--- src/rtl/valet_pkg.sv ---
// Shared types and helpers for the valet parking-lot controller.
package valet_pkg;

  localparam int unsigned PLATE_WIDTH = 16;
  localparam int unsigned CYCLE_WIDTH = 16;
  // Upper bound on slot count supported by the priority-encoder helpers.
  localparam int unsigned MAX_SLOTS   = 256;

  // Slot record as seen by the transaction log at default widths.
  typedef struct packed {
    logic                   occupied;
    logic [PLATE_WIDTH-1:0] plate;
    logic                   vip;
    logic [CYCLE_WIDTH-1:0] park_cycle;
  } slot_t;

  // Event kinds reported to the transaction log.
  typedef enum logic {
    EV_PARK     = 1'b0,
    EV_RETRIEVE = 1'b1
  } lot_event_e;

  // Lowest index i < n whose occupied bit is clear (0 if none).
  function automatic int unsigned lowest_free(input logic [MAX_SLOTS-1:0] occ,
                                              input int unsigned n);
    int unsigned idx;
    idx = 0;
    for (int unsigned i = n; i > 0; i--) begin
      if (!occ[i-1]) idx = i - 1;
    end
    return idx;
  endfunction

  // Lowest set bit of a match vector (0 if none).
  function automatic int unsigned lowest_match(input logic [MAX_SLOTS-1:0] match);
    int unsigned idx;
    idx = 0;
    for (int unsigned i = MAX_SLOTS; i > 0; i--) begin
      if (match[i-1]) idx = i - 1;
    end
    return idx;
  endfunction

endpackage

--- src/rtl/valet_fifo.sv ---
// Parametrised wait queue: push/pop in the same cycle keeps the count unchanged.
module valet_fifo #(
  parameter int unsigned WIDTH = 16,
  parameter int unsigned DEPTH = 4
) (
  input  logic                         clk,
  input  logic                         rst_n,
  input  logic                         push,
  input  logic [WIDTH-1:0]             push_data,
  input  logic                         pop,
  output logic [WIDTH-1:0]             head,
  output logic                         full,
  output logic                         empty,
  output logic [$clog2(DEPTH+1)-1:0]   count
);

  localparam int unsigned PTR_W = $clog2(DEPTH);
  localparam int unsigned CNT_W = $clog2(DEPTH+1);

  logic [WIDTH-1:0] mem [DEPTH];
  logic [PTR_W-1:0] rd_ptr;
  logic [PTR_W-1:0] wr_ptr;
  logic             do_push;
  logic             do_pop;

  function automatic logic [PTR_W-1:0] next_ptr(input logic [PTR_W-1:0] p);
    return (p == PTR_W'(DEPTH - 1)) ? '0 : p + PTR_W'(1);
  endfunction

  assign empty   = (count == '0);
  assign full    = (count == CNT_W'(DEPTH));
  assign head    = mem[rd_ptr];
  assign do_pop  = pop && !empty;
  assign do_push = push && (!full || do_pop);

  // Storage write; contents need no reset since count gates visibility.
  always_ff @(posedge clk) begin
    if (do_push) mem[wr_ptr] <= push_data;
  end

  // Pointer and fill-level bookkeeping.
  always_ff @(posedge clk) begin
    if (!rst_n) begin
      rd_ptr <= '0;
      wr_ptr <= '0;
      count  <= '0;
    end else begin
      if (do_push) wr_ptr <= next_ptr(wr_ptr);
      if (do_pop)  rd_ptr <= next_ptr(rd_ptr);
      case ({do_push, do_pop})
        2'b10:   count <= count + CNT_W'(1);
        2'b01:   count <= count - CNT_W'(1);
        default: count <= count;
      endcase
    end
  end

endmodule

--- src/rtl/valet_lot_ctrl.sv ---
// Valet lot controller: VIP/standard wait queues, lowest-free-slot parking,
// plate-based retrieval with dwell measurement, and chaos lockdown.
module valet_lot_ctrl #(
  parameter int unsigned NUM_SLOTS   = 8,
  parameter int unsigned QUEUE_DEPTH = 4,
  parameter int unsigned PLATE_W     = 16,
  parameter int unsigned CYCLE_W     = 16
) (
  input  logic                               clk,
  input  logic                               rst_n,
  input  logic                               arrive_valid,
  input  logic [PLATE_W-1:0]                 arrive_plate,
  input  logic                               arrive_vip,
  output logic                               arrive_ready,
  input  logic                               retrieve_valid,
  input  logic [PLATE_W-1:0]                 retrieve_plate,
  input  logic                               chaos_en,
  output logic                               park_valid,
  output logic [$clog2(NUM_SLOTS)-1:0]       park_slot,
  output logic [PLATE_W-1:0]                 park_plate,
  output logic                               park_vip,
  output logic                               done_valid,
  output logic                               done_found,
  output logic [$clog2(NUM_SLOTS)-1:0]       done_slot,
  output logic [CYCLE_W-1:0]                 done_dwell,
  output logic [$clog2(NUM_SLOTS+1)-1:0]     occupancy,
  output logic [$clog2(QUEUE_DEPTH+1)-1:0]   vip_count,
  output logic [$clog2(QUEUE_DEPTH+1)-1:0]   std_count
);
  import valet_pkg::*;

  localparam int unsigned SLOT_W = $clog2(NUM_SLOTS);
  localparam int unsigned OCC_W  = $clog2(NUM_SLOTS+1);

  typedef struct packed {
    logic               occupied;
    logic [PLATE_W-1:0] plate;
    logic               vip;
    logic [CYCLE_W-1:0] park_cycle;
  } lot_slot_t;

  lot_slot_t          slots [NUM_SLOTS];
  logic [CYCLE_W-1:0] cycle_cnt;

  logic               vip_full, vip_empty, std_full, std_empty;
  logic [PLATE_W-1:0] vip_head, std_head;
  logic               vip_push, std_push;

  logic [NUM_SLOTS-1:0] occ;
  logic [NUM_SLOTS-1:0] match;
  logic                 any_free;
  logic                 hit;
  logic                 pop_vip;
  logic                 pop_std;
  logic                 do_park;
  logic [SLOT_W-1:0]    free_idx;
  logic [SLOT_W-1:0]    match_idx;
  logic [PLATE_W-1:0]   park_src_plate;

  assign arrive_ready = arrive_vip ? !vip_full : !std_full;
  assign vip_push     = arrive_valid && arrive_ready && arrive_vip;
  assign std_push     = arrive_valid && arrive_ready && !arrive_vip;

  valet_fifo #(.WIDTH(PLATE_W), .DEPTH(QUEUE_DEPTH)) u_vip_q (
    .clk(clk), .rst_n(rst_n), .push(vip_push), .push_data(arrive_plate),
    .pop(pop_vip), .head(vip_head), .full(vip_full), .empty(vip_empty),
    .count(vip_count)
  );

  valet_fifo #(.WIDTH(PLATE_W), .DEPTH(QUEUE_DEPTH)) u_std_q (
    .clk(clk), .rst_n(rst_n), .push(std_push), .push_data(arrive_plate),
    .pop(pop_std), .head(std_head), .full(std_full), .empty(std_empty),
    .count(std_count)
  );

  // Slot selection works off start-of-cycle occupancy, so a slot released by
  // retrieval this cycle is never the one chosen for parking this cycle.
  always_comb begin
    occ   = '0;
    match = '0;
    for (int unsigned i = 0; i < NUM_SLOTS; i++) begin
      occ[i]   = slots[i].occupied;
      match[i] = slots[i].occupied && (slots[i].plate == retrieve_plate);
    end
    any_free       = ~&occ;
    free_idx       = SLOT_W'(lowest_free(MAX_SLOTS'(occ), NUM_SLOTS));
    match_idx      = SLOT_W'(lowest_match(MAX_SLOTS'(match)));
    hit            = retrieve_valid && (|match);
    pop_vip        = any_free && !vip_empty;
    pop_std        = any_free && vip_empty && !std_empty && !chaos_en;
    do_park        = pop_vip || pop_std;
    park_src_plate = pop_vip ? vip_head : std_head;
  end

  // Slot table, cycle counter, occupancy and registered event outputs.
  always_ff @(posedge clk) begin
    if (!rst_n) begin
      for (int unsigned i = 0; i < NUM_SLOTS; i++) slots[i] <= '0;
      cycle_cnt  <= '0;
      occupancy  <= '0;
      park_valid <= 1'b0;
      park_slot  <= '0;
      park_plate <= '0;
      park_vip   <= 1'b0;
      done_valid <= 1'b0;
      done_found <= 1'b0;
      done_slot  <= '0;
      done_dwell <= '0;
    end else begin
      cycle_cnt  <= cycle_cnt + CYCLE_W'(1);
      occupancy  <= occupancy + OCC_W'(do_park) - OCC_W'(hit);
      park_valid <= do_park;
      if (do_park) begin
        slots[free_idx] <= '{occupied: 1'b1, plate: park_src_plate,
                             vip: pop_vip, park_cycle: cycle_cnt};
        park_slot  <= free_idx;
        park_plate <= park_src_plate;
        park_vip   <= pop_vip;
      end
      if (hit) slots[match_idx].occupied <= 1'b0;
      done_valid <= retrieve_valid;
      done_found <= hit;
      done_slot  <= hit ? match_idx : '0;
      done_dwell <= hit ? (cycle_cnt - slots[match_idx].park_cycle) : '0;
    end
  end

endmodule

--- config.mk ---
export PLATFORM = sky130hd
export DESIGN_NAME = valet_lot_ctrl
export DESIGN_NICKNAME = d
export VERILOG_FILES = /design/src/rtl/valet_pkg.sv /design/src/rtl/valet_fifo.sv /design/src/rtl/valet_lot_ctrl.sv
export SDC_FILE = /design/constraint.sdc
export NUM_CORES = 1
export LEC_CHECK = 0
export CAP_MARGIN = 10
export CORE_ASPECT_RATIO = 1.4
export CORE_MARGIN = 2
export CORE_UTILIZATION = 45
export CTS_CLUSTER_SIZE = 8
export DETAILED_ROUTE_END_ITERATION = 8
export MAX_ROUTING_LAYER = met4
export SYNTH_ARGS = -nofsm -noshare
export SYNTH_HDL_FRONTEND = slang
export SYNTH_SLANG_ARGS = --single-unit
--- constraint.sdc ---
create_clock -name clk -period 6.5 [get_ports clk]
set_input_delay 1.3 -clock clk [delete_from_list [all_inputs] [get_ports clk]]
set_output_delay 1.3 -clock clk [all_outputs]
set_load 0.05 [all_outputs]
After elaboration in Yosys (flattened, before gate mapping)
Memories as Yosys holds them, arrays and structs flattened. A register that Yosys moved wholly into a read port is not among the register bits.
Index checks and enable logic that the tools add are counted.
{"block": "word_totals", "n_memories": 3, "out_inout_bits": 53, "ram_bits": 400, "word_cells": 133, "register_bits": 76}
{"block": "op_classes", "add_sub_neg": 12, "reduce_logical": 39, "n_eq_ne": 18, "mux": 45}
{"memory": "slots", "words": 8, "word_bits": 34, "read_ports": 9, "rd_ports_with_merged_regs": 0, "write_ports": 8, "line_no": "valet_lot_ctrl.sv:42", "rtl": "lot_slot_t slots [NUM_SLOTS];"}
{"memory": "u_std_q.mem", "words": 4, "word_bits": 16, "read_ports": 1, "rd_ports_with_merged_regs": 1, "write_ports": 1, "line_no": "valet_fifo.sv:20", "rtl": "logic [WIDTH-1:0] mem [DEPTH];"}
{"memory": "u_vip_q.mem", "words": 4, "word_bits": 16, "read_ports": 1, "rd_ports_with_merged_regs": 1, "write_ports": 1, "line_no": "valet_fifo.sv:20"}
{"operator": "$eq 16x16->1", "count": 8}
{"operator": "$mux 34", "count": 2}
{"operator": "$reduce_or 34->1", "count": 2}
{"operator": "$mux 3", "count": 18}
{"operator": "$logic_and 1x1->1", "count": 20}
{"operator": "$mux 2", "count": 9}
{"operator": "$add 16x1->16 const B", "count": 1}
{"operator": "$mux 16", "count": 1}
{"operator": "$sub 16x16->16", "count": 1}
{"operator": "$mux 1", "count": 13}
{"operator": "$eq 2x2->1 const B", "count": 6}
{"operator": "$pmux 3 s2", "count": 2}
{"operator": "$add 2x1->2 const B", "count": 4}
{"operator": "$reduce_and 8->1", "count": 1}
{"operator": "$reduce_or 8->1", "count": 1}
{"operator": "$logic_not 1->1", "count": 7}
{"operator": "$add 3x1->3 const B", "count": 2}
{"operator": "$eq 3x3->1 const B", "count": 2}
{"operator": "$logic_not 3->1", "count": 2}
{"operator": "$sub 3x1->3 const B", "count": 2}
{"operator": "$add 4x1->4", "count": 1}
{"operator": "$eq 2x1->1 const B", "count": 2}
{"operator": "$reduce_bool 2->1", "count": 2}
{"operator": "$sub 4x1->4", "count": 1}
{"operator": "2 further kinds", "count": 4}

Depth between registers and ports, before layout
Gate-level depths: netlist (run 1).
An unclocked memory read counts as a cell.
{"block": "depth", "depth_word": 13, "depth_mapped": 25}

By module
From an unflattened synthesis (run 1), not the netlist that was laid out.
{"block": "unflattened", "hier_cells": 1634, "hier_area_um2": 21358.0}
{"module": "valet_lot_ctrl", "cells_per_inst": 1334, "instances": 1, "area_per_inst_um2": 15572.4}
{"module": "valet_fifo", "cells_per_inst": 150, "instances": 2, "area_per_inst_um2": 2892.8}

Worst setup path before layout (run 1)
No wires, ideal clock.
{"block": "synth_path", "path_kind": "input port to flip-flop", "from": "input port retrieve_plate[11]", "to": "register done_dwell[15]", "arrival_time_ps": 6132, "setup_slack_ps": 303, "setup_time_ps": 65, "stages": 24, "path_cell_list": "clkbuf_1 -> xor2_1 -> or4_1 -> nor4b_1 -> a211oi_2 -> o2111ai_1 -> o211ai_2 -> buf_6 -> buf_6 -> mux2i_1 -> a221oi_2 -> inv_1 -> ha_1 -> nor2b_1 -> o21a_1 -> o21ai_1 -> nor3b_1 -> o311ai_1 -> a31oi_1 -> nor2b_1 -> o21a_1 -> o41ai_1 -> xnor3_1 -> nor2_1"}
{"block": "synth_between", "elab_chain_len": 12}
{"item": "start: declaration", "line_no": "valet_lot_ctrl.sv:16", "rtl": "input logic [PLATE_W-1:0] retrieve_plate,"}
{"item": "$eq 16x16->1", "line_no": "valet_lot_ctrl.sv:83", "rtl": "match[i] = slots[i].occupied && (slots[i].plate == retrieve_plate);"}
{"item": "$logic_and 1x1->1", "line_no": "valet_lot_ctrl.sv:83"}
{"item": "$mux 3 (8 in series)", "line_no": "valet_pkg.sv:39", "rtl": "if (match[i-1]) idx = i - 1;"}
{"item": "$mem_v2 8x34"}
{"item": "$sub 16x16->16", "line_no": "valet_lot_ctrl.sv:124", "rtl": "done_dwell <= hit ? (cycle_cnt - slots[match_idx].park_cycle) : '0;"}
{"item": "end signal: assignment", "line_no": "valet_lot_ctrl.sv:124"}
{"item": "end: declaration", "line_no": "valet_lot_ctrl.sv:25", "rtl": "output logic [CYCLE_W-1:0] done_dwell,"}
Several ways; a longest one is shown, not always the timed one.
A chain may end at the register's enable or synchronous reset.

Worst setup path in the final report (run 1)
{"block": "layout_path", "from": "input port retrieve_plate[7]", "to": "register done_dwell[15]"}
Same word-level chain as after synthesis.

==> impl_summary.md, run 1 <==
Timing
Clock skew on the completed layout was measured at 0.0366 ns. Setup violations remaining at the end of the flow were counted as 0. Based on the critical path, the design can be clocked at up to 160 MHz.

After layout, the worst path uses 96.0% of the clock period. The worst slew margin relative to its limit is 25.3%. The total count of max-transition violations in the final report is 0.

The minimum period implied by the final worst setup slack is 6.24 ns. The final hold violation count is 0. The worst-margin pin slew is 1.10 ns.

Synthesis
The number of warning messages in the yosys log is 0. The number of instances in the synthesized netlist is 1615. The average footprint of a synthesized cell is 13.1 sq um. The number of distinct library cell variants in the gate-level netlist after synthesis is 67. Synthesis produced a netlist with a net count of 1689. The fraction of the yosys area taken by sequential cells is 62.9%. Among all flip-flop cells after synthesis, the most frequent one is edfxtp_1. Of all flip-flops after synthesis, the portion carrying an async set or reset was 0%. In this run, synthesis inferred 384 flip-flops with an integrated enable.

The register bit count reported by yosys is 472. The combined area of all synthesized cells is 21100 sq um.

Global route
For this run, global-route usage on met1 was measured as 26.8%. The first global-routing pass estimated 86200 um of wire. Entering global routing, the biggest net connects 72 pins. The all-layer global routing usage is 24.6%. For this run, global-route usage on met2 was measured as 43.8%.

For this run the aggregate overflow at the end of global routing stands at 0. The initial antenna violation count is 0. The number of global-route vias before repair is 14300. In the global route stage, met3 resource usage came out at 3.39%. The global routing stage identified its most utilized layer as met2.

Power
Per report_power, the combinational group accounts for 23.8% of the total. The power density over the cells is 357 nW/um^2. Across the VDD grid, the largest voltage drop is 0.252 mV. The share of power burned in the clock network is 35.9%. In this run switching power makes up 31.3% of total power. The share of total power dissipated in sequential elements is 40.3%. Summed over all cells, the static leakage comes to 9.72 nW.

The switching power is 2.90 mW. Internal power comes to 6.36 mW.

Clock tree
The depth of the CTS H-tree is 3. The number of buffers on the longest clock path is 3. The clock transition at the registers of the reported paths is 0.05 ns. For this design, the CTS-stage hold fixing added 0 buffers. The clock latency on the worst-skew pair is 0.62 ns. The clock tree from TritonCTS is built. The total CTS buffers is 68. The number of clock sinks seen by CTS is 472. The tree is rooted in a clkbuf_16.

Worst hold path
The startpoint of the lowest-slack hold path is cycle_cnt[0]$_SDFF_PN0_. The type of the most critical hold path is reg2reg. The count of cells along the worst hold path is 1. The destination of the worst hold path is cycle_cnt[0]$_SDFF_PN0_.

Detailed routing
The DRC violation count after routing is 0. Summed over all layers, the routed wires come to 57600 um. The iteration count of the initial detailed-routing pass is 5.

The number of nets still failing antenna checks after routing is 0. The total vias in the final route is 13700. Using the TritonRoute via totals, the vias-per-cell ratio works out to 5.44. For this block, the initial DRC count from the detailed router was 1013.

The routed length per placed instance is 22.9 um.

Floorplan
The floorplan step set the die height to 260 um. The die area is 48700 sq um. The initialized floorplan defines 93 standard-cell rows.

The width of the die is 187 um. The number of top-level pins is 91. For this configuration, the core starts out at a cell density of 45.7%. The placeable core region is 46200 sq um.

Status
The flow ran to the end, and the final reports show no timing, DRC or antenna violations.

Setup path
The setup slack of the worst register-to-register path is 1.03 ns. By startpoint and endpoint, the worst setup path is classified as in2reg. At the worst endpoint, the required time is 7.04 ns. The slowest cell on the critical path is or4_1. STA puts the critical path data arrival time at 6.78 ns. The critical path startpoint is retrieve_plate[7]. The worst register-to-register path begins at slots[7][32]$_SDFFCE_PN0P_. The reg-to-reg critical path endpoint is done_dwell[15]$_SDFF_PN0_. The startpoint type of the worst setup path is an input pin. For this run, the slowest stage of the critical path takes 0.59 ns. The cell that appears most often on the critical path is buf_4.

Measured in cells, the most critical reg-to-reg path has a length of 25. The kind of end point of the critical path is a flip-flop. The largest fanout on the critical path is 5.

Cells and area
The final layout contains 1928 nets. Compared with the post-synthesis result, the final layout area differs by 22.6%. The sequential cells in the finished layout cover a total of 13300 sq um. The total area of multi-input combinational cells is 7410 sq um.

The fraction of final layout cells sized beyond drive strength 1 is 17.0%. Once layout is complete, the cells apart from fillers number 2515. The final instance area is 25900 sq um. Counting the fill cells in the layout gives 3849. The number of antenna diodes in the final layout is 0.

Placed design
Port buffering added 90 buffers. The post-placement cell area is 23800 sq um. The congestion estimate from routability-driven global placement came to 0.865. After legalization and detailed placement, the total HPWL measured 38300 um. Counting tap cells, the placed design contains a total of 2396 instances.

Run
The number of max-capacitance violations reported is 0.
## cells by family (layout without fill, tap and decap cells)
| group | Yosys count | after routing | synth area share [%] |
|---|---|---|---|
| XOR/XNOR | 156 | 156 | 6.53 |
| flip-flops | 472 | 472 | 62.9 |
| AND/OR/NAND/NOR | 587 | 587 | 14.1 |
| buffers and inverters | 133 | 415 | 2.66 |
| multiplexers | 113 | 113 | 7.29 |
| adder cells (fa/ha/maj) | 36 | 36 | 2.27 |
| AO/OA/AOI/OAI | 118 | 119 | 4.22 |
## power by group through the flow
stage	Combinational [mW]	Clock, mW	Sequential [mW]
floorplan	1.06	0	3.95
global placement	2.18	0	3.78
detailed placement	2.21	0	3.79
CTS	2.22	3.37	3.73
global route	2.35	3.49	3.75
finish	2.21	3.33	3.73
## sequential cells by signal, summed over array words and instances, names as in the netlist, named ones only
| name | cells |
|---|---|
| u_std_q.rd_ptr | 2 |
| u_std_q.mem | 64 |
| park_valid | 1 |
| u_vip_q.rd_ptr | 2 |
| occupancy | 4 |
| done_valid | 1 |
| slots | 264 |
| done_dwell | 16 |
| done_slot | 3 |
| u_std_q.wr_ptr | 2 |
| park_vip | 1 |
| park_slot | 3 |
| park_plate | 16 |
| u_vip_q.mem | 64 |
| u_vip_q.count | 3 |
| cycle_cnt | 16 |
| u_std_q.count | 3 |
| done_found | 1 |
| u_vip_q.wr_ptr | 2 |
## layout by cell type, fill, tap and decap left out, types with 7 or more instances in the layout
master	count
mux2i_2	11
clkdlybuf4s50_1	88
a21boi_0	10
clkbuf_16	70
mux4_2	32
nor2_1	191
nand3_1	18
nor2b_1	14
o211a_1	16
and3_1	85
a21oi_1	16
nor4_1	25
edfxtp_1	384
xnor2_1	72
buf_4	174
nand4_1	14
xor2_1	83
or4_1	7
inv_1	27
o21ai_0	12
clkbuf_1	39
and2_1	59
mux2i_1	66
nor3_1	20
nand4b_1	9
dfxtp_1	88
nor4b_1	11
nand2_1	105
ha_1	31
a22oi_1	29
## how the worst max path moves through the flow
stage / end / slack (ns) / cells past startpoint
floorplan: done_dwell[15]$_SDFF_PN0_ / 0.30 / 24
global placement: done_dwell[15]$_SDFF_PN0_ / -0.60 / 25
detailed placement: done_dwell[15]$_SDFF_PN0_ / -0.75 / 25
CTS: done_dwell[14]$_SDFF_PN0_ / 0.06 / 24
global route: done_dwell[15]$_SDFF_PN0_ / -0.05 / 27
finish: done_dwell[15]$_SDFF_PN0_ / 0.26 / 26
## synth_stat cells (3+ instances only)
library cell	number	area, sq um
a21boi_0	11	82.6
a21oi_1	16	80.1
a22oi_1	29	218
and2_1	60	375
and3_1	85	532
buf_1	3	11.3
buf_2	5	25.0
buf_4	3	22.5
buf_6	6	67.6
clkbuf_1	85	319
clkinv_1	3	11.3
dfxtp_1	88	1760
edfxtp_1	384	11500
fa_1	4	80.1
ha_1	32	400
inv_1	27	101
mux2i_1	77	771
mux4_2	32	721
nand2_1	105	394
nand3_1	19	95.1
nand4_1	14	87.6
nand4b_1	9	78.8
nor2_1	191	717
nor2b_1	14	87.6
nor3_1	21	105
nor3b_1	4	30.0
nor4_1	27	169
nor4b_1	12	105
o211a_1	16	160
o21a_1	6	45.0
o21ai_0	13	65.1
o21ai_1	3	15.0
or3_1	6	37.5
or4_1	7	52.6
or4b_1	3	30.0
xnor2_1	72	631
xor2_1	83	727
## layout make-up
cell class / count / share of cell area [%]
clock buffer: 109 / 7.33
clock inverter: 5 / 0.396
inverter: 31 / 0.449
multi-input combinational: 1011 / 28.6
sequential: 472 / 51.3
tap: 617 / 2.98
timing repair buffer: 270 / 8.94
## through the flow
stage	worst slack [ns]	hold WS (ns)	total power, mW	setup TNS (ns)	utilization (%)
global placement	-0.599	0.450	5.96	-1.84	51.5
CTS	0.0579	0.470	9.31	0	55.9
global route	-0.0548	0.494	9.60	-0.0548	56.1
detailed placement	-0.755	0.458	6.00	-2.69	51.5
finish	0.263	0.467	9.26	0	56.1
floorplan	0.303	0.436	5.02	0	-
## worst max-delay path: cells and delay by family
| family | cells | cell delay (ns) |
|---|---|---|
| compound gates | 11 | 2.11 |
| xor+xnor | 2 | 0.51 |
| fa+ha+maj | 1 | 0.27 |
| buf+inv | 5 | 1.08 |
| mux | 1 | 0.11 |
| simple gates | 6 | 1.41 |
## metal layers
layer | up-vias | routed length (um)
li1 | 6358 | -
met1 | 6820 | 22000
met2 | 351 | 30600
met3 | 142 | 2260
met4 | 0 | 2670
met5 | - | 0
## what timing repair did
action / 4_1_cts / 5_1_grt
pin swaps: 0 / 6
cloned: 0 / 1
setup endpoints to repair: 2 / 2
gates resized for setup: 2 / 11
setup buffers: 0 / 4
(Power assumes the default switching activity.)
==> run 2: changes to the inputs <==
--- a/config.mk
+++ b/config.mk
@@ -7,11 +7,11 @@
 export LEC_CHECK = 0
 export CAP_MARGIN = 10
 export CORE_ASPECT_RATIO = 1.4
-export CORE_MARGIN = 2
 export CORE_UTILIZATION = 45
 export CTS_CLUSTER_SIZE = 8
 export DETAILED_ROUTE_END_ITERATION = 8
 export MAX_ROUTING_LAYER = met4
+export SETUP_SLACK_MARGIN = 0.15
 export SYNTH_ARGS = -nofsm -noshare
 export SYNTH_HDL_FRONTEND = slang
 export SYNTH_SLANG_ARGS = --single-unit
==> impl_summary.md, run 2 (synthesized netlist as in run 1, its figures left out) <==
Floorplan
The die is 185 um wide. After floorplanning, the core was divided into 93 placement rows. 91 I/O pins were placed. The core region is 46200 sq um. The starting utilization of the core area is 45.7%. The die is 258 um tall. The die covers 47800 sq um.

Global route
The initial antenna violation count came to 0. The number of global-route vias before repair is 14200. The first-pass GRT wire length is 85400 um. The all-layer global routing usage is 25.3%.

The total grt overflow is 0. The largest net degree at the start of global routing is 72.

Clock tree
The clock tree from TritonCTS is built. No sink is reached through more buffers than the 3 on the longest clock path. The depth of the CTS H-tree is 3.

The clock tree root driver cell is clkbuf_16. Hold repair after CTS inserted 0 buffers. After clock tree synthesis, the clock-pin slew on the worst setup and hold paths is 0.05 ns. The number of clock sinks seen by CTS is 472. Counting the buffers created by CTS gives 68. The clock latency on the worst-skew pair is 0.61 ns.

Detailed routing
The detail route stage leaves a number of antenna-violating nets equal to 0. For this run, design rule violations remaining after detail routing come to 0. The iteration count of the initial detailed-routing pass is 7.

The final layout contains routed wiring with a total length of 57500 um. Dividing the detail-routed via count by the number of cells gives 5.53. The number of DRC markers after the initial detailed-route iteration is 948. Across all layers, the routed design uses 13900 vias.

After detailed routing, the average wire length per cell comes to 22.8 um.

Timing
Setup violations remaining at the end of the flow were counted as 0. The final hold violation count is 0. The worst path setup slack after routing is 0.425 ns. The total count of max-transition violations in the final report came to 0. The share of the clock period used by the worst path is 93.5%. Static timing analysis puts the maximum clock frequency at 165 MHz. The worst slew margin relative to its limit is 24.7%. For the pin with the worst max-slew slack, the measured transition is 1.11 ns. The worst hold slack is 0.472 ns. The minimum period implied by the final worst setup slack is 6.08 ns. Setup repair after global routing left no endpoint under its margin. The clock arrives with 0.0219 ns of skew.

Cells and area
The library cell used most frequently in the layout, excluding fill and tap cells, is edfxtp_1. The total area of multi-input combinational cells is 7470 sq um. In the final layout, the share of cells above drive strength 1 is 17.5%. The register with the most flip-flops in the final layout is slots. The synthesis-to-layout area growth is 23.3%. The count of antenna diodes in the layout is 0.

In the final layout, the registers with the most flip-flops are slots (264), u_std_q.mem (64), u_vip_q.mem (64). The number of fillers in the final layout is 3784. The register area is 13300 sq um.

The net count of the finished layout is 1930. Leaving out fill and tap cells, the most frequent cells in the layout are 384 x edfxtp_1, 191 x nor2_1, 169 x buf_4. The register with the most flip-flops in the layout has 264 of them.

Power
In this run, flip-flops and latches consume 40.3% of the power. The fraction of power spent switching nets is 31.3%. The internal power is 6.35 mW. The worst ir drop on vdd is 0.259 mV.

The switching power is 2.89 mW. The share of power burned in the clock network is 35.6%. Dividing total power by cell area gives a power density of 355 nW/um^2. The standby leakage power is 9.85 nW.

The share of power burned in combinational logic is 24.0%.

Status
The run finished with clean final reports.

Setup path
The worst register-to-register path begins at slots[7][27]$_SDFFCE_PN0P_. STA puts the critical path data arrival time at 6.55 ns. Setup slack on the worst reg-to-reg path comes out at 0.95 ns. The critical path class is in2reg. For the worst flop-to-flop path, the logic depth is 25. The data required time at the worst endpoint is 6.98 ns.

The reg-to-reg critical path endpoint is done_dwell[14]$_SDFF_PN0_. The worst setup path is launched from an input pin. The largest fanout on the critical path is 9. STA classifies the critical path endpoint as a flip-flop.

Worst hold path
The worst hold path belongs to the class reg2reg. The path with the worst hold slack has its endpoint at cycle_cnt[0]$_SDFF_PN0_. Along the worst hold path, the cell count comes to 1. The startpoint identified for the worst hold timing path is cycle_cnt[0]$_SDFF_PN0_.

Run
Across the run, the number of max-cap violations was 0.

Placed design
Detailed placement ended at an HPWL of 37800 um. The worst-case setup slack after placement is -0.580 ns. The number of buffers inserted by port buffering is 90. The routability-driven placement congestion ratio is 0.882.
run 2: power by group through the flow:
stage,Sequential (mW),Combinational (mW),Clock [mW]
final,3.73,2.22,3.29
after global routing,3.75,2.35,3.46
after CTS,3.73,2.22,3.34
after detailed placement,3.78,2.21,0
after global placement,3.77,2.19,0
after floorplan,3.95,1.06,0
run 2: cell type report:
cell class,count,share of cell area (%)
Sequential cell,472,51.0
Multi-Input combinational cell,1010,28.7
Timing Repair Buffer,273,9.30
Clock buffer,107,7.18
Tap cell,617,2.96
Inverter,31,0.447
Clock inverter,6,0.389
run 2: stage by stage:
step	total power, mW	utilization (%)	TNS [ns]	cell area [sq um]	instances
6_report	9.24	56.4	0	26000	2516
5_1_grt	9.57	56.4	0	26000	2516
4_1_cts	9.28	55.9	0	25800	2510
3_5_place_dp	5.99	51.6	-1.89	23800	2395
3_3_place_gp	5.96	51.6	-1.43	23800	2395
2_1_floorplan	5.02	-	0	21100	1615
run 2: worst max path at each step:
stage	cells past startpoint	slack, ns	endpoint	from
2_1_floorplan	24	0.30	done_dwell[15]$_SDFF_PN0_	retrieve_plate[11]
6_report	25	0.42	done_dwell[14]$_SDFF_PN0_	retrieve_plate[13]
5_1_grt	26	0.14	done_dwell[15]$_SDFF_PN0_	retrieve_plate[13]
3_5_place_dp	24	-0.58	done_dwell[14]$_SDFF_PN0_	retrieve_plate[2]
3_3_place_gp	24	-0.54	done_dwell[15]$_SDFF_PN0_	retrieve_plate[2]
4_1_cts	24	0.16	done_dwell[14]$_SDFF_PN0_	retrieve_plate[2]
run 2: what timing repair did:
action	in CTS	in global routing
buffers inserted	2	6
endpoints found under the setup margin	2	3
pin swaps	2	16
gates resized for setup	2	40
run 2: worst max-delay path, cell delays in order:
cell	delay (ns)
clkdlybuf4s50_1	0.45
buf_12	0.17
buf_4	0.14
xor2_1	0.16
nor4_1	0.29
nand4_1	0.13
or4_4	0.55
and2_1	0.21
buf_4	0.15
nor3_2	0.34
buf_4	0.20
buf_4	0.20
a22oi_1	0.09
nand2_1	0.07
ha_1	0.27
o21ai_1	0.14
a21boi_1	0.12
o21a_1	0.19
o21a_1	0.19
o2111a_1	0.25
o31a_1	0.33
a21o_1	0.19
a21oi_1	0.18
xor2_1	0.16
nor2_1	0.05
run 2: metal layers:
| layer | GRT usage (%) | wire length [um] | share of wire (%) |
|---|---|---|---|
| met3 | 3.43 | 2440 | 4.2 |
| met1 | 27.6 | 21700 | 38 |
| met4 | 12.5 | 2530 | 4.4 |
| met2 | 44.7 | 30800 | 54 |
| met5 | - | 0 | 0 |
